===== src/rtl/weight_loader_param_1.sv =====
// Weight RAM loader: packs a serial word stream into pairs and writes them
// two per cycle (even address on port A, odd on port B) in group order.
module weight_loader_param_1 #(
    parameter int unsigned NUM_ONEMULT         = 4,
    parameter int unsigned NUM_ONE_PIXEL_CYCLE = 13,
    parameter int unsigned WEIGHT_ADDR_WIDTH   = 10,
    parameter int unsigned DATA_WIDTH          = 16
) (
    input  logic                         clk,
    input  logic                         reset,
    input  logic                         start,
    input  logic                         s_valid,
    input  logic [DATA_WIDTH-1:0]        s_data,
    output logic                         s_ready,
    output logic                         wea,
    output logic                         web,
    output logic [WEIGHT_ADDR_WIDTH-1:0] addra,
    output logic [WEIGHT_ADDR_WIDTH-1:0] addrb,
    output logic [DATA_WIDTH-1:0]        dina,
    output logic [DATA_WIDTH-1:0]        dinb,
    output logic                         grp_done,
    output logic                         busy,
    output logic                         done
);

    localparam int unsigned PairW = (NUM_ONE_PIXEL_CYCLE > 1) ? $clog2(NUM_ONE_PIXEL_CYCLE) : 1;
    localparam int unsigned GrpW  = (NUM_ONEMULT > 1) ? $clog2(NUM_ONEMULT) : 1;

    localparam logic [PairW-1:0] PairLast = PairW'(NUM_ONE_PIXEL_CYCLE - 1);
    localparam logic [GrpW-1:0]  GrpLast  = GrpW'(NUM_ONEMULT - 1);
    localparam logic [PairW-1:0] PairOne  = PairW'(1);
    localparam logic [GrpW-1:0]  GrpOne   = GrpW'(1);

    localparam logic [WEIGHT_ADDR_WIDTH-1:0] AddrOne = WEIGHT_ADDR_WIDTH'(1);
    localparam logic [WEIGHT_ADDR_WIDTH-1:0] AddrTwo = WEIGHT_ADDR_WIDTH'(2);

    typedef enum logic [1:0] {
        StIdle = 2'd0,
        StLoad = 2'd1,
        StDone = 2'd2
    } state_e;

    state_e                         state_q, state_d;
    logic                           phase_q, phase_d;
    logic [DATA_WIDTH-1:0]          hold_q, hold_d;
    logic [PairW-1:0]               pair_q, pair_d;
    logic [GrpW-1:0]                grp_q, grp_d;
    // Running even address of the next pair; replaces g*NPC*2 + 2k.
    logic [WEIGHT_ADDR_WIDTH-1:0]   waddr_q, waddr_d;

    logic                           we_q, we_d;
    logic [WEIGHT_ADDR_WIDTH-1:0]   addra_q, addra_d;
    logic [WEIGHT_ADDR_WIDTH-1:0]   addrb_q, addrb_d;
    logic [DATA_WIDTH-1:0]          dina_q, dina_d;
    logic [DATA_WIDTH-1:0]          dinb_q, dinb_d;
    logic                           grp_done_q, grp_done_d;
    logic                           busy_q, busy_d;
    logic                           done_q, done_d;

    logic accept;

    assign accept = s_valid && (state_q == StLoad);

    always_comb begin
        state_d    = state_q;
        phase_d    = phase_q;
        hold_d     = hold_q;
        pair_d     = pair_q;
        grp_d      = grp_q;
        waddr_d    = waddr_q;
        we_d       = 1'b0;
        addra_d    = addra_q;
        addrb_d    = addrb_q;
        dina_d     = dina_q;
        dinb_d     = dinb_q;
        grp_done_d = 1'b0;

        case (state_q)
            StIdle, StDone: begin
                if (start) begin
                    state_d = StLoad;
                    phase_d = 1'b0;
                    hold_d  = '0;
                    pair_d  = '0;
                    grp_d   = '0;
                    waddr_d = '0;
                end
            end
            StLoad: begin
                if (accept) begin
                    if (!phase_q) begin
                        hold_d  = s_data;
                        phase_d = 1'b1;
                    end else begin
                        phase_d = 1'b0;
                        we_d    = 1'b1;
                        addra_d = waddr_q;
                        addrb_d = waddr_q + AddrOne;
                        dina_d  = hold_q;
                        dinb_d  = s_data;
                        waddr_d = waddr_q + AddrTwo;
                        if (pair_q == PairLast) begin
                            grp_done_d = 1'b1;
                            pair_d     = '0;
                            grp_d      = grp_q + GrpOne;
                            if (grp_q == GrpLast) begin
                                state_d = StDone;
                            end
                        end else begin
                            pair_d = pair_q + PairOne;
                        end
                    end
                end
            end
            default: state_d = StIdle;
        endcase

        busy_d = (state_d == StLoad);
        done_d = (state_d == StDone);
    end

    always_ff @(posedge clk or posedge reset) begin
        if (reset) begin
            state_q    <= StIdle;
            phase_q    <= 1'b0;
            hold_q     <= '0;
            pair_q     <= '0;
            grp_q      <= '0;
            waddr_q    <= '0;
            we_q       <= 1'b0;
            addra_q    <= '0;
            addrb_q    <= '0;
            dina_q     <= '0;
            dinb_q     <= '0;
            grp_done_q <= 1'b0;
            busy_q     <= 1'b0;
            done_q     <= 1'b0;
        end else begin
            state_q    <= state_d;
            phase_q    <= phase_d;
            hold_q     <= hold_d;
            pair_q     <= pair_d;
            grp_q      <= grp_d;
            waddr_q    <= waddr_d;
            we_q       <= we_d;
            addra_q    <= addra_d;
            addrb_q    <= addrb_d;
            dina_q     <= dina_d;
            dinb_q     <= dinb_d;
            grp_done_q <= grp_done_d;
            busy_q     <= busy_d;
            done_q     <= done_d;
        end
    end

    // busy_q is a flop of (next state == LOAD), i.e. it equals state==LOAD.
    assign s_ready  = busy_q;
    assign wea      = we_q;
    assign web      = we_q;
    assign addra    = addra_q;
    assign addrb    = addrb_q;
    assign dina     = dina_q;
    assign dinb     = dinb_q;
    assign grp_done = grp_done_q;
    assign busy     = busy_q;
    assign done     = done_q;

endmodule


===== config.mk =====
export PLATFORM = sky130hd
export DESIGN_NAME = weight_loader_param_1
export DESIGN_NICKNAME = d
export VERILOG_FILES = /design/src/rtl/weight_loader_param_1.sv
export SDC_FILE = /design/constraint.sdc
export NUM_CORES = 1
export LEC_CHECK = 0
export CAP_MARGIN = 40
export CORE_ASPECT_RATIO = 1.4
export CORE_UTILIZATION = 30
export DETAILED_ROUTE_END_ITERATION = 16
export GPL_ROUTABILITY_DRIVEN = 0
export GPL_TIMING_DRIVEN = 0
export SYNTH_ARGS = -nofsm -noshare
export SYNTH_HDL_FRONTEND = slang
export SYNTH_SLANG_ARGS = --single-unit
export TNS_END_PERCENT = 50

===== constraint.sdc =====
create_clock -name clk -period 2.4 [get_ports clk]
set_input_delay 0.24 -clock clk [delete_from_list [all_inputs] [get_ports clk]]
set_output_delay 0.24 -clock clk [all_outputs]
set_load 0.005 [all_outputs]

=== Word level (Yosys, flattened, before mapping) ===
Index checks and enable logic that the tools add are counted.

* Input bits: 20
* Register bits: 91
* Logic and storage cells: 73
* Output and inout port bits: 58

* $add $sub $neg: 4
* Reduce and logical (&&, ||, !) cells: 9
* Multiplexer cells: 35
* Eq/ne operators: 11

{| class="wikitable"
|+ Operators with widths
! cell !! number
|-
| 16-bit 2-to-1 mux || 3
|-
| 16-bit one-hot mux with 2 select lines || 1
|-
| 10-bit 2-to-1 mux || 3
|-
| 10-bit one-hot mux with 2 select lines || 1
|-
| 2-bit 2-to-1 mux || 9
|-
| 4-bit 2-to-1 mux || 4
|-
| 10-bit by 1-bit adder with 10-bit output, second input constant || 1
|-
| 10-bit by 2-bit adder with 10-bit output, second input constant || 1
|-
| 1-bit 2-to-1 mux || 10
|-
| 2-bit != test, second input constant || 4
|-
| 2-bit one-hot mux with 2 select lines || 2
|-
| 4-bit one-hot mux with 2 select lines || 1
|-
| 4-bit AND reduction || 2
|-
| 2-bit == test, second input constant || 3
|-
| 3-bit AND reduction || 2
|-
| 5-bit AND reduction || 1
|-
| 4-bit by 1-bit adder with 4-bit output, second input constant || 1
|-
| 2-bit by 1-bit == test with 1-bit output, second input constant || 2
|-
| 4-bit == test, second input constant || 1
|-
| 2-bit by 1-bit adder with 2-bit output, second input constant || 1
|-
| 2-bit logical NOT || 1
|-
| 2-bit by 1-bit != test with 1-bit output, second input constant || 1
|-
| 1-bit one-hot mux with 2 select lines || 1
|-
| 2-bit nonzero test || 1
|-
| 2 further kinds || 2
|}

=== Depth between registers and ports, before layout ===
Gate-level depths: netlist (run 1).

* Depth after elaboration: 7
* Mapped depth: 5
* Gate-level depth less buffers: 5

=== Least setup slack after synthesis (run 1) ===
Ideal clock, no wire load.

* Path type: reg-to-reg
* From: register state_q[1]
* To: register waddr_q[7]
* Setup slack: 1.007 ns
* Data required time: 2.260 ns
* Arrival: 1.254 ns
* Library setup time: 0.140 ns
* Cell stages (with the launch flop): 5
* Period minus slack after synthesis: 1.393 ns
* Buffers on the path: 1
* Cells stage by stage: dfrtp_1 > nand4b_2 > buf_2 > o311ai_0 > o41ai_1

* Cells in the longest elaborated chain, start to end: 4
* Elaborated cells on any way between the ends: 11
* Those cells by class: eq/ne (5); mux (1); reduce/logical (5)

{| class="wikitable"
|+ RTL lines
! element !! line !! source
|-
| from (decl) || 43 || <nowiki>state_e state_q, state_d;</nowiki>
|-
| from (signal assigned) || 124 || <nowiki>state_q <= StIdle;</nowiki>
|-
| from (signal assigned) || 139 || <nowiki>state_q <= state_d;</nowiki>
|-
| 2-bit == test, or another cell as far along || 78 || <nowiki>case (state_q)</nowiki>
|-
| 2-bit OR reduction / 1-bit logical AND (equally long branches) || 78, 62 ||
|-
| 2-bit != test (no source line) / 2-bit nonzero test (equally long branches) || -- ||
|-
| 4-bit AND reduction (no source line) || -- ||
|-
| to (signal assigned) || 144 || <nowiki>waddr_q <= waddr_d;</nowiki>
|-
| to (decl) || 49 || <nowiki>logic [WEIGHT_ADDR_WIDTH-1:0] waddr_q, waddr_d;</nowiki>
|}

Parallel ways exist; a longest one is shown, timed or not.
A chain may end at the register's enable or synchronous reset.

=== Worst setup path in the final report (run 1) ===
* From: input s_valid
* To: register dinb_q[10], in the netlist dinb[10]

* Cells in the longest elaborated chain, start to end: 2

{| class="wikitable"
|+ RTL lines
! element !! line !! source
|-
| from (decl) || 12 || <nowiki>input logic s_valid,</nowiki>
|-
| 1-bit logical AND || 62 || <nowiki>assign accept = s_valid && (state_q == StLoad);</nowiki>
|-
| 3-bit AND reduction (no source line) || -- ||
|-
| to (signal assigned) || 149 || <nowiki>dinb_q <= dinb_d;</nowiki>
|-
| to (decl) || 55 || <nowiki>logic [DATA_WIDTH-1:0] dinb_q, dinb_d;</nowiki>
|}

Every way passes these cells.

==> metrics.cfg, run 1 <==
[sta]
fmax_mhz = 579
fin_crit_ns = 1.73
setup_ws_ns = 0.674
post-route-period-util = 0.719
worstMarginPinSlew_ns = 0.653
hold_violations = 0
slew_viol_final = 0
clock_skew_ns = 0.00525
setup_viol = 0
maxSlewHeadroom = 0.564
setup-tns-final_ns = 0
hold-worst-slack_ns = 0.326
rsz0062_at_grt = false

[synthesis]
syn-num-nets = 387
synth_top_area_cell = dfrtp_1
synth_area_sq_um = 3570
avgSynthCellArea_sq_um = 9.84
ys_warn_count = 0
yosysSeqAreaShare = 0.609
synth_cell_types = 33
yosys-top-cells-area = dfrtp_1 (61%), nand2_1 (14%), mux2i_1 (5.6%)
syn_inst = 363
yosys.area.top_type_share = 0.609
ys_ff_latch = 87

[placement]
port_buffers = 76
place_ws_ns = 0.260
place_inst = 585
dp_hpwl_microns = 6030

[setup_path]
path_cells = clkdlybuf4s50_1 > nand4b_2 > clkinv_1 > buf_1 > nand2_1 > nand2_1
cpPeakStageDelay_ns = 0.60
crit_top_cell = nand2_1
arrival_ns = 2.01
cp_slowest_cell = clkdlybuf4s50_1
critPathCaptureType = flop
cp_max_fo = 10
cp.required_ns = 2.68
critPathKind = input port to flop
startpoint_type = input port

[power_and_ir_drop]
p_leak_uw = 0.00236
combPwrFrac = 0.359
swShare = 0.335
seqPwrFrac = 0.409
p_int_uw = 3710
peakVddDrop_mv = 0.606
power_uw = 5580
power.density_nw_per_um2 = 1150
p_sw_uw = 1870
clockPowerShare = 0.232

[clock_tree]
root_buffer = clkbuf_16
cts_tree = yes
cts.sinks = 87
clkSlewWorstSetupHoldPaths_ns = 0.07
h-tree-depth = 3
cts_buffers = 9
postCtsHoldBufs = 0
clk_path_buf_depth = 2
cts_setup_buffers = 0
cts.repair.resized = 0
clock_latency_ns = 0.35

[finish]
antenna_cells = 0
final_cell_mix = nand2_1 (134), dfrtp_1 (87), clkdlybuf4s50_1 (76)
drive_gt1_frac = 0.0700
final_common_cell = nand2_1
instances_no_fill = 601
layout.nets = 476
area_delta_synth_final_pct = 35.3

[routing]
post_drt_wl_per_cell_microns = 14.1
via_per_inst = 4.63
drt_iter0_drc = 149
drt.antenna.violating_nets = 0
drc = 0
drt_pass1_iterations = 4
vias = 2784
wirelength_microns = 8460

[die]
die_y_microns = 131
num_io_pins = 78
die_w_microns = 94.2
design.die.area_sq_um = 12400
row_count = 46
coreArea_sq_um = 11500
initial_core_util = 0.312

[grt]
antenna_found_initial = 0
grt_max_degree = 34
overflow = 0
grt_pass1_vias = 2892
grt_usage = 0.154
grt_first_pass_wirelength_microns = 14500

[flow_run]
drv_cap = 0

[outcome]
status = finished, final reports clean

[hold_path]
hold_path.class = input port to asynchronous set/reset pin

[worst paths after layout]
check | cells past startpoint | slack [ns] | from | to
max in group asynchronous | 3 | 1.49 | reset | pair_q[1]$_DFFE_PP0P_
min | 2 | 0.33 | reset | dinb[4]$_DFFE_PP0P_
min reg2reg | 2 | 0.47 | addra[4]$_DFFE_PP0P_ | addra[4]$_DFFE_PP0P_
min in group clk | 3 | 0.45 | s_data[11] | dinb[11]$_DFFE_PP0P_
max | 6 | 0.67 | s_valid | dinb[10]$_DFFE_PP0P_
max reg2reg | 5 | 0.69 | state_q[0]$_DFF_PP0_ | dina[0]$_DFFE_PP0P_
[layout make-up]
type | count | area [sq um]
well taps | 144 | 180
clock buffers | 9 | 225
clock inverters | 7 | 50.0
flip-flops and latches | 87 | 2180
inverters | 22 | 86.3
plain buffers | 22 | 118
repair buffers | 78 | 801
multi-input cells | 232 | 1190
fillers | 1145 | 6620
[worst max-delay path: cells and delay by family]
family                 cells  cell delay, ns
buffers and inverters      3            1.30
and+or+nand+nor            3            0.47
[stage by stage]
| step | utilization | cell area, sq um |
|---|---|---|
| floorplan | - | 3580 |
| global placement | 0.394 | 4520 |
| detailed placement | 0.398 | 4560 |
| CTS | 0.422 | 4830 |
| global route | 0.422 | 4830 |
| finish | 0.422 | 4830 |
[routing by layer]
layer,global-route usage,up-vias,wire (microns),share of wire
met1,0.186,1350,3530,0.42
met3,0.0347,15,415,0.049
li1,-,1350,-,-
met4,0.0761,0,196,0.023
met5,0,-,0,0
met2,0.252,69,4320,0.51
[power groups by stage]
stage,registers (uW),clock network (uW),logic [uW]
finish,2280,1290,2000
CTS,2290,1330,2040
global route,2360,1390,2240
floorplan,2290,0,997
global placement,2300,0,1950
detailed placement,2310,0,2030
[synthesized netlist by cell type (all sizes together)]
master / number
a31oi: 1
nand4: 5
nor2: 2
nand3: 14
o21ai: 23
or3: 2
o31ai: 3
mux2i: 20
a21oi: 5
o41ai: 1
and4: 1
nand2b: 4
dfrtp: 87
or4: 2
conb: 1
nor2b: 2
o311ai: 1
buf: 15
o21a: 1
clkinv: 1
nand2: 134
nand3b: 1
clkbuf: 7
a41oi: 1
inv: 21
nand4b: 2
ha: 4
nor4: 1
xor2: 1
[state kept, by name, summed over array words and instances, names as in the netlist, 2 cells and up]
register and count:
dina 16, dinb 16, hold_q 16, addra 9, waddr_q 9, addrb 8
pair_q 4, grp_q 2, state_q 2
[cell families (layout without fill, tap and decap cells)]
logic type	Yosys count	in the layout	share of synthesized area
AOI/OAI and AO/OA	36	36	0.0567
xor gates and xnor gates	1	1	0.00245
adders and majority gates	4	4	0.0140
buffers and inverters	44	138	0.0560
DFF	87	87	0.609
muxes	20	20	0.0560
other	1	1	0.00105
and+or+nand+nor	170	170	0.204
No activity file was read; power rests on OpenSTA's default activity.
==> run 2: changes to the inputs <==
==> constraint.sdc (replaced) <==
create_clock -name clk -period 1.8 [get_ports clk]
set_input_delay 0.18 -clock clk [delete_from_list [all_inputs] [get_ports clk]]
set_output_delay 0.18 -clock clk [all_outputs]
set_load 0.005 [all_outputs]
==> metrics.cfg, run 2 (synthesis gave the netlist of run 1 again) <==
[outcome]
status = finished, final reports clean

[setup_path]
cp.required_ns = 2.07  ; -0.61 ns
rrSetupSlack_ns = 0.18  ; -0.51 ns
cp_max_fo = 10  ; unchanged
critPathCaptureType = flop
critPathKind = flop to flop
cp_slowest_cell = dfrtp_1
cpPeakStageDelay_ns = 0.40  ; -0.20 ns
path_cells = nand4b_2 > buf_2 > nor4_2 > mux2i_1
path_delay_family = simple AND/OR/NAND/NOR gates
arrival_ns = 1.89  ; -0.12 ns
startpoint_type = flop
critical_path_buf_inv_count = 1  ; -2

[placement]
port_buffers = 76  ; unchanged
place_ws_ns = -0.280  ; -0.540 ns
place_inst = 585  ; unchanged
dp_hpwl_microns = 6030  ; unchanged

[sta]
maxSlewHeadroom = 0.560  ; -0.00396
fin_crit_ns = 1.62
rsz0062_at_grt = false
post-route-period-util = 0.901
setup_viol = 0  ; unchanged
hold-worst-slack_ns = 0.273  ; -0.0528 ns
clock_skew_ns = 0.00601  ; +0.000760 ns
slew_viol_final = 0  ; unchanged
setup_ws_ns = 0.178  ; -0.496 ns
fmax_mhz = 616
worstMarginPinSlew_ns = 0.659  ; +0.00593 ns
hold_violations = 0  ; unchanged

[routing]
drt_iter0_drc = 154  ; +3.4%
post_drt_wl_per_cell_microns = 14.1  ; +0.28%
drt.antenna.violating_nets = 0  ; unchanged
vias = 2792  ; +0.29%
via_per_inst = 4.65  ; +0.29%
drt_pass1_iterations = 5  ; +1
wirelength_microns = 8480  ; +0.28%
drc = 0  ; unchanged

[finish]
seq_area_sq_um = 2180  ; unchanged
area_delta_synth_final_pct = 35.4
fill_cells = 1143  ; -0.17%
antenna_cells = 0  ; unchanged
layout.nets = 476  ; unchanged
instances_no_fill = 601  ; unchanged
final_common_cell = nand2_1
post-route-util = 0.422  ; +0.000437
multi_input_area_sq_um = 1190  ; unchanged
drive_gt1_frac = 0.0788  ; +0.00875
final_cell_mix = nand2_1 (134), dfrtp_1 (87), clkdlybuf4s50_1 (76)

[power_and_ir_drop]
seqPwrFrac = 0.409  ; about the same
clockPowerShare = 0.230  ; -0.002
p_leak_uw = 0.00237  ; +0.48%
combPwrFrac = 0.360  ; about the same
peakVddDrop_mv = 0.798  ; +32%
swShare = 0.333  ; -0.00159
p_int_uw = 4950  ; +34%
p_sw_uw = 2480  ; +33%
power.density_nw_per_um2 = 1540  ; +33%

[die]
coreArea_sq_um = 11500  ; unchanged
row_count = 46  ; unchanged
die_w_microns = 94.2  ; unchanged
num_io_pins = 78  ; unchanged
initial_core_util = 0.312  ; unchanged
design.die.area_sq_um = 12400  ; unchanged
die_y_microns = 131  ; unchanged

[clock_tree]
clkSlewWorstSetupHoldPaths_ns = 0.06  ; about the same
clk_path_buf_depth = 2  ; unchanged
cts.repair.resized = 0  ; unchanged
clock_latency_ns = 0.34  ; about the same
root_buffer = clkbuf_16
cts.sinks = 87  ; unchanged
postCtsHoldBufs = 0  ; unchanged
cts_buffers = 9  ; unchanged
h-tree-depth = 3  ; unchanged
cts_tree = yes
cts_setup_buffers = 0  ; unchanged

[hold_path]
hold_path.class = input port to asynchronous set/reset pin

[flow_run]
drv_cap = 0  ; unchanged

[grt]
grt_pass1_vias = 2892  ; unchanged
grt_usage = 0.154  ; unchanged
overflow = 0  ; unchanged
grt_max_degree = 34  ; unchanged
grt_first_pass_wirelength_microns = 14500  ; unchanged
antenna_found_initial = 0  ; unchanged

## run 2: cell count changes in the layout (fill, tap and decap cells not counted)
cell,before,now
clkbuf_2,0,4
buf_1,4,1
clkbuf_1,7,6
## run 2: routing by layer
layer  vias to the layer above  track usage  share of wire
met1                      1365        0.186           0.42
met4                         0       0.0761          0.017
li1                       1349            -              -
met2                        67        0.252           0.52
met3                        11       0.0347          0.043
met5                         -            0              0
## run 2: power groups by stage
stage          clock, uW  combinational (uW)  sequential [uW]
2_1_floorplan          0                1330             3050
3_3_place_gp           0                2610             3070
3_5_place_dp           0                2700             3080
4_1_cts             1770                2720             3050
5_1_grt             1850                3000             3150
6_report            1710                2680             3040
## run 2: cell type report
type | instances | area share
flip-flops and latches | 87 | 0.450
multi-input cells | 232 | 0.247
repair buffers | 78 | 0.166
clock buffers | 9 | 0.0466
well taps | 144 | 0.0372
plain buffers | 22 | 0.0253
inverters | 22 | 0.0178
clock inverters | 7 | 0.0103
## run 2: path summary, 6_finish.rpt
check	endpoint	from	cells after the start
hold / removal	dinb[4]$_DFFE_PP0P_	reset	2
min in group clk	dinb[11]$_DFFE_PP0P_	s_data[11]	3
hold reg to reg	addra[4]$_DFFE_PP0P_	addra[4]$_DFFE_PP0P_	2
setup reg to reg	waddr_q[9]$_DFFE_PP0P_	state_q[1]$_DFF_PP0_	4
setup / recovery	waddr_q[9]$_DFFE_PP0P_	state_q[1]$_DFF_PP0_	4
max in group asynchronous	pair_q[1]$_DFFE_PP0P_	reset	3
## run 2: metrics by stage
step / power, uW / setup TNS [ns] / area [sq um]
6_report: 7430 / 0 / 4840
2_1_floorplan: 4380 / 0 / 3580
5_1_grt: 8000 / 0 / 4840
3_3_place_gp: 5670 / -36.88 / 4520
3_5_place_dp: 5780 / -9.52 / 4560
4_1_cts: 7540 / 0 / 4830
==> run 3: changes to the inputs <==
--- a/config.mk
+++ b/config.mk
@@ -7,6 +7,7 @@
 export LEC_CHECK = 0
 export CAP_MARGIN = 40
 export CORE_ASPECT_RATIO = 1.4
+export CORE_MARGIN = 5
 export CORE_UTILIZATION = 30
 export DETAILED_ROUTE_END_ITERATION = 16
 export GPL_ROUTABILITY_DRIVEN = 0
==> metrics.cfg, run 3 (synthesis gave the netlist of run 1 again) <==
[clock_tree]
cts_tree = yes
clk_path_buf_depth = 2  ; unchanged
root_buffer = clkbuf_16
clkSlewWorstSetupHoldPaths_ns = 0.06  ; about the same
h-tree-depth = 3  ; unchanged
clock_latency_ns = 0.35  ; about the same
cts.sinks = 87  ; unchanged
cts_buffers = 9  ; unchanged

[die]
die_y_microns = 139  ; +6.1%
initial_core_util = 0.304  ; -0.00816
row_count = 47  ; +2.2%
coreArea_sq_um = 11800  ; +2.7%
num_io_pins = 78  ; unchanged
design.die.area_sq_um = 14200  ; +15%
die_w_microns = 102  ; +8.5%

[sta]
setup_viol = 0  ; unchanged
fmax_mhz = 623  ; +1.1%
setup-tns-final_ns = 0  ; unchanged
clock_skew_ns = 0.00747  ; +0.00146 ns
maxSlewHeadroom = 0.646  ; +0.0863
fin_crit_ns = 1.60  ; -0.0180 ns
rsz0062_at_grt = false
post-route-period-util = 0.891  ; -0.0100
hold_violations = 0  ; unchanged
slew_viol_final = 0  ; unchanged
worstMarginPinSlew_ns = 0.531  ; -0.128 ns
hold-worst-slack_ns = 0.190  ; -0.0833 ns

[placement]
place_inst = 588  ; +0.51%
post_dp_cell_area_sq_um = 4560  ; about the same
port_buffers = 76  ; unchanged
dp_hpwl_microns = 6180  ; +2.6%

[finish]
final_cell_mix = nand2_1 (134), dfrtp_1 (87), clkdlybuf4s50_1 (76)
area_delta_synth_final_pct = 35.6
drive_gt1_frac = 0.0722  ; -0.00656
postLayoutCellArea_sq_um = 4840  ; +0.10%
final_common_cell = nand2_1
layout.nets = 476  ; unchanged
post-route-util = 0.412  ; -0.0106
instances_no_fill = 604  ; +0.50%
antenna_cells = 0  ; unchanged
fill_cells = 1209  ; +5.8%

[grt]
grt_first_pass_wirelength_microns = 14300  ; -1.9%
grt_usage = 0.130  ; -0.0238
antenna_found_initial = 0  ; unchanged
grt_use_met3 = 0.0362  ; +0.00151
grt_pass1_vias = 2802  ; -3.1%
overflow = 0  ; unchanged
grt_util_met2 = 0.203  ; -0.0489
grt.busiest_layer = met2
met1_usage = 0.159  ; -0.0267
grt_max_degree = 39  ; +15%

[setup_path]
critPathKind = flop to flop
arrival_ns = 1.81  ; -0.08 ns
cp_max_fo = 10  ; unchanged
startpoint_type = flop
cp.required_ns = 2.01  ; -0.06 ns
critPathCaptureType = flop

[routing]
post_drt_wl_per_cell_microns = 14.0  ; -0.93%
drt_pass1_iterations = 4  ; -1
drt.antenna.violating_nets = 0  ; unchanged
wirelength_microns = 8450  ; -0.44%
drc = 0  ; unchanged
via_per_inst = 4.55  ; -2.0%
vias = 2749  ; -1.5%
drt_iter0_drc = 124  ; -19%

[power_and_ir_drop]
power.density_nw_per_um2 = 1540  ; about the same
peakVddDrop_mv = 0.681  ; -15%
p_leak_uw = 0.00237  ; -0.15%

[outcome]
status = finished, final reports clean

[flow_run]
drv_cap = 0  ; unchanged

[hold_path]
hold_path.class = input port to asynchronous set/reset pin

-- run 3: cell count changes in the layout (fill, tap and decap cells not counted), sizes merged --
cell      change
buf           +3
clkbuf        -3
clkinv        -1
clkinvlp      -1
inv           +2
-- run 3: layout make-up --
cell class / instances / area (sq um) / area share
Tap cell: 147 / 184 / 0.0380
Buffer: 22 / 119 / 0.0245
Multi-Input combinational cell: 232 / 1190 / 0.247
Inverter: 22 / 86.3 / 0.0178
Timing Repair Buffer: 78 / 801 / 0.165
Clock buffer: 9 / 225 / 0.0465
Clock inverter: 7 / 55.1 / 0.0114
Sequential cell: 87 / 2180 / 0.450
-- run 3: path summary, 6_finish.rpt --
kind                                      startpoint                     end  slack (ns)  cells after the start
worst max-delay path            state_q[1]$_DFF_PP0_  waddr_q[7]$_DFFE_PP0P_        0.20                      4
worst min-delay path                           reset           wea$_DFF_PP0_        0.19                      2
worst max register to register  state_q[1]$_DFF_PP0_  waddr_q[7]$_DFFE_PP0P_        0.20                      4
worst min register to register  addra[3]$_DFFE_PP0P_    addra[3]$_DFFE_PP0P_        0.47                      2
max in group asynchronous                      reset    addrb[9]$_DFFE_PP0P_        0.84                      4
min in group clk                          s_data[11]    dinb[11]$_DFFE_PP0P_        0.39                      3
-- run 3: report_power, final --
group / switching, uW / internal [uW]
logic: 1280 / 1360
registers: 402 / 2650
clock network: 797 / 946
-- run 3: what timing repair did --
item,4_1_cts,5_1_grt
gates resized for setup,0,2
hold buffers,0,0
buffers inserted,0,0
hold endpoints to repair,0,0
setup endpoints to repair,0,10
-- run 3: routing by layer --
| metal | up-vias | share of wire |
|---|---|---|
| li1 | 1348 | - |
| met1 | 1319 | 0.41 |
| met2 | 66 | 0.50 |
| met3 | 16 | 0.062 |
| met4 | 0 | 0.031 |
| met5 | - | 0 |
-- run 3: critical path: stages (launching register included) --
cell and delay (ns):
dfrtp_1 0.41, nand4b_2 0.32, buf_2 0.26, o311ai_0 0.35, o41ai_1 0.13
-- run 3: metrics by stage --
stage	power [uW]	setup WS (ns)
finish	7430	0.196
global route	8020	0.0255
CTS	7570	0.0547
detailed placement	5790	-0.233
global placement	5700	-0.344
floorplan	4380	0.407
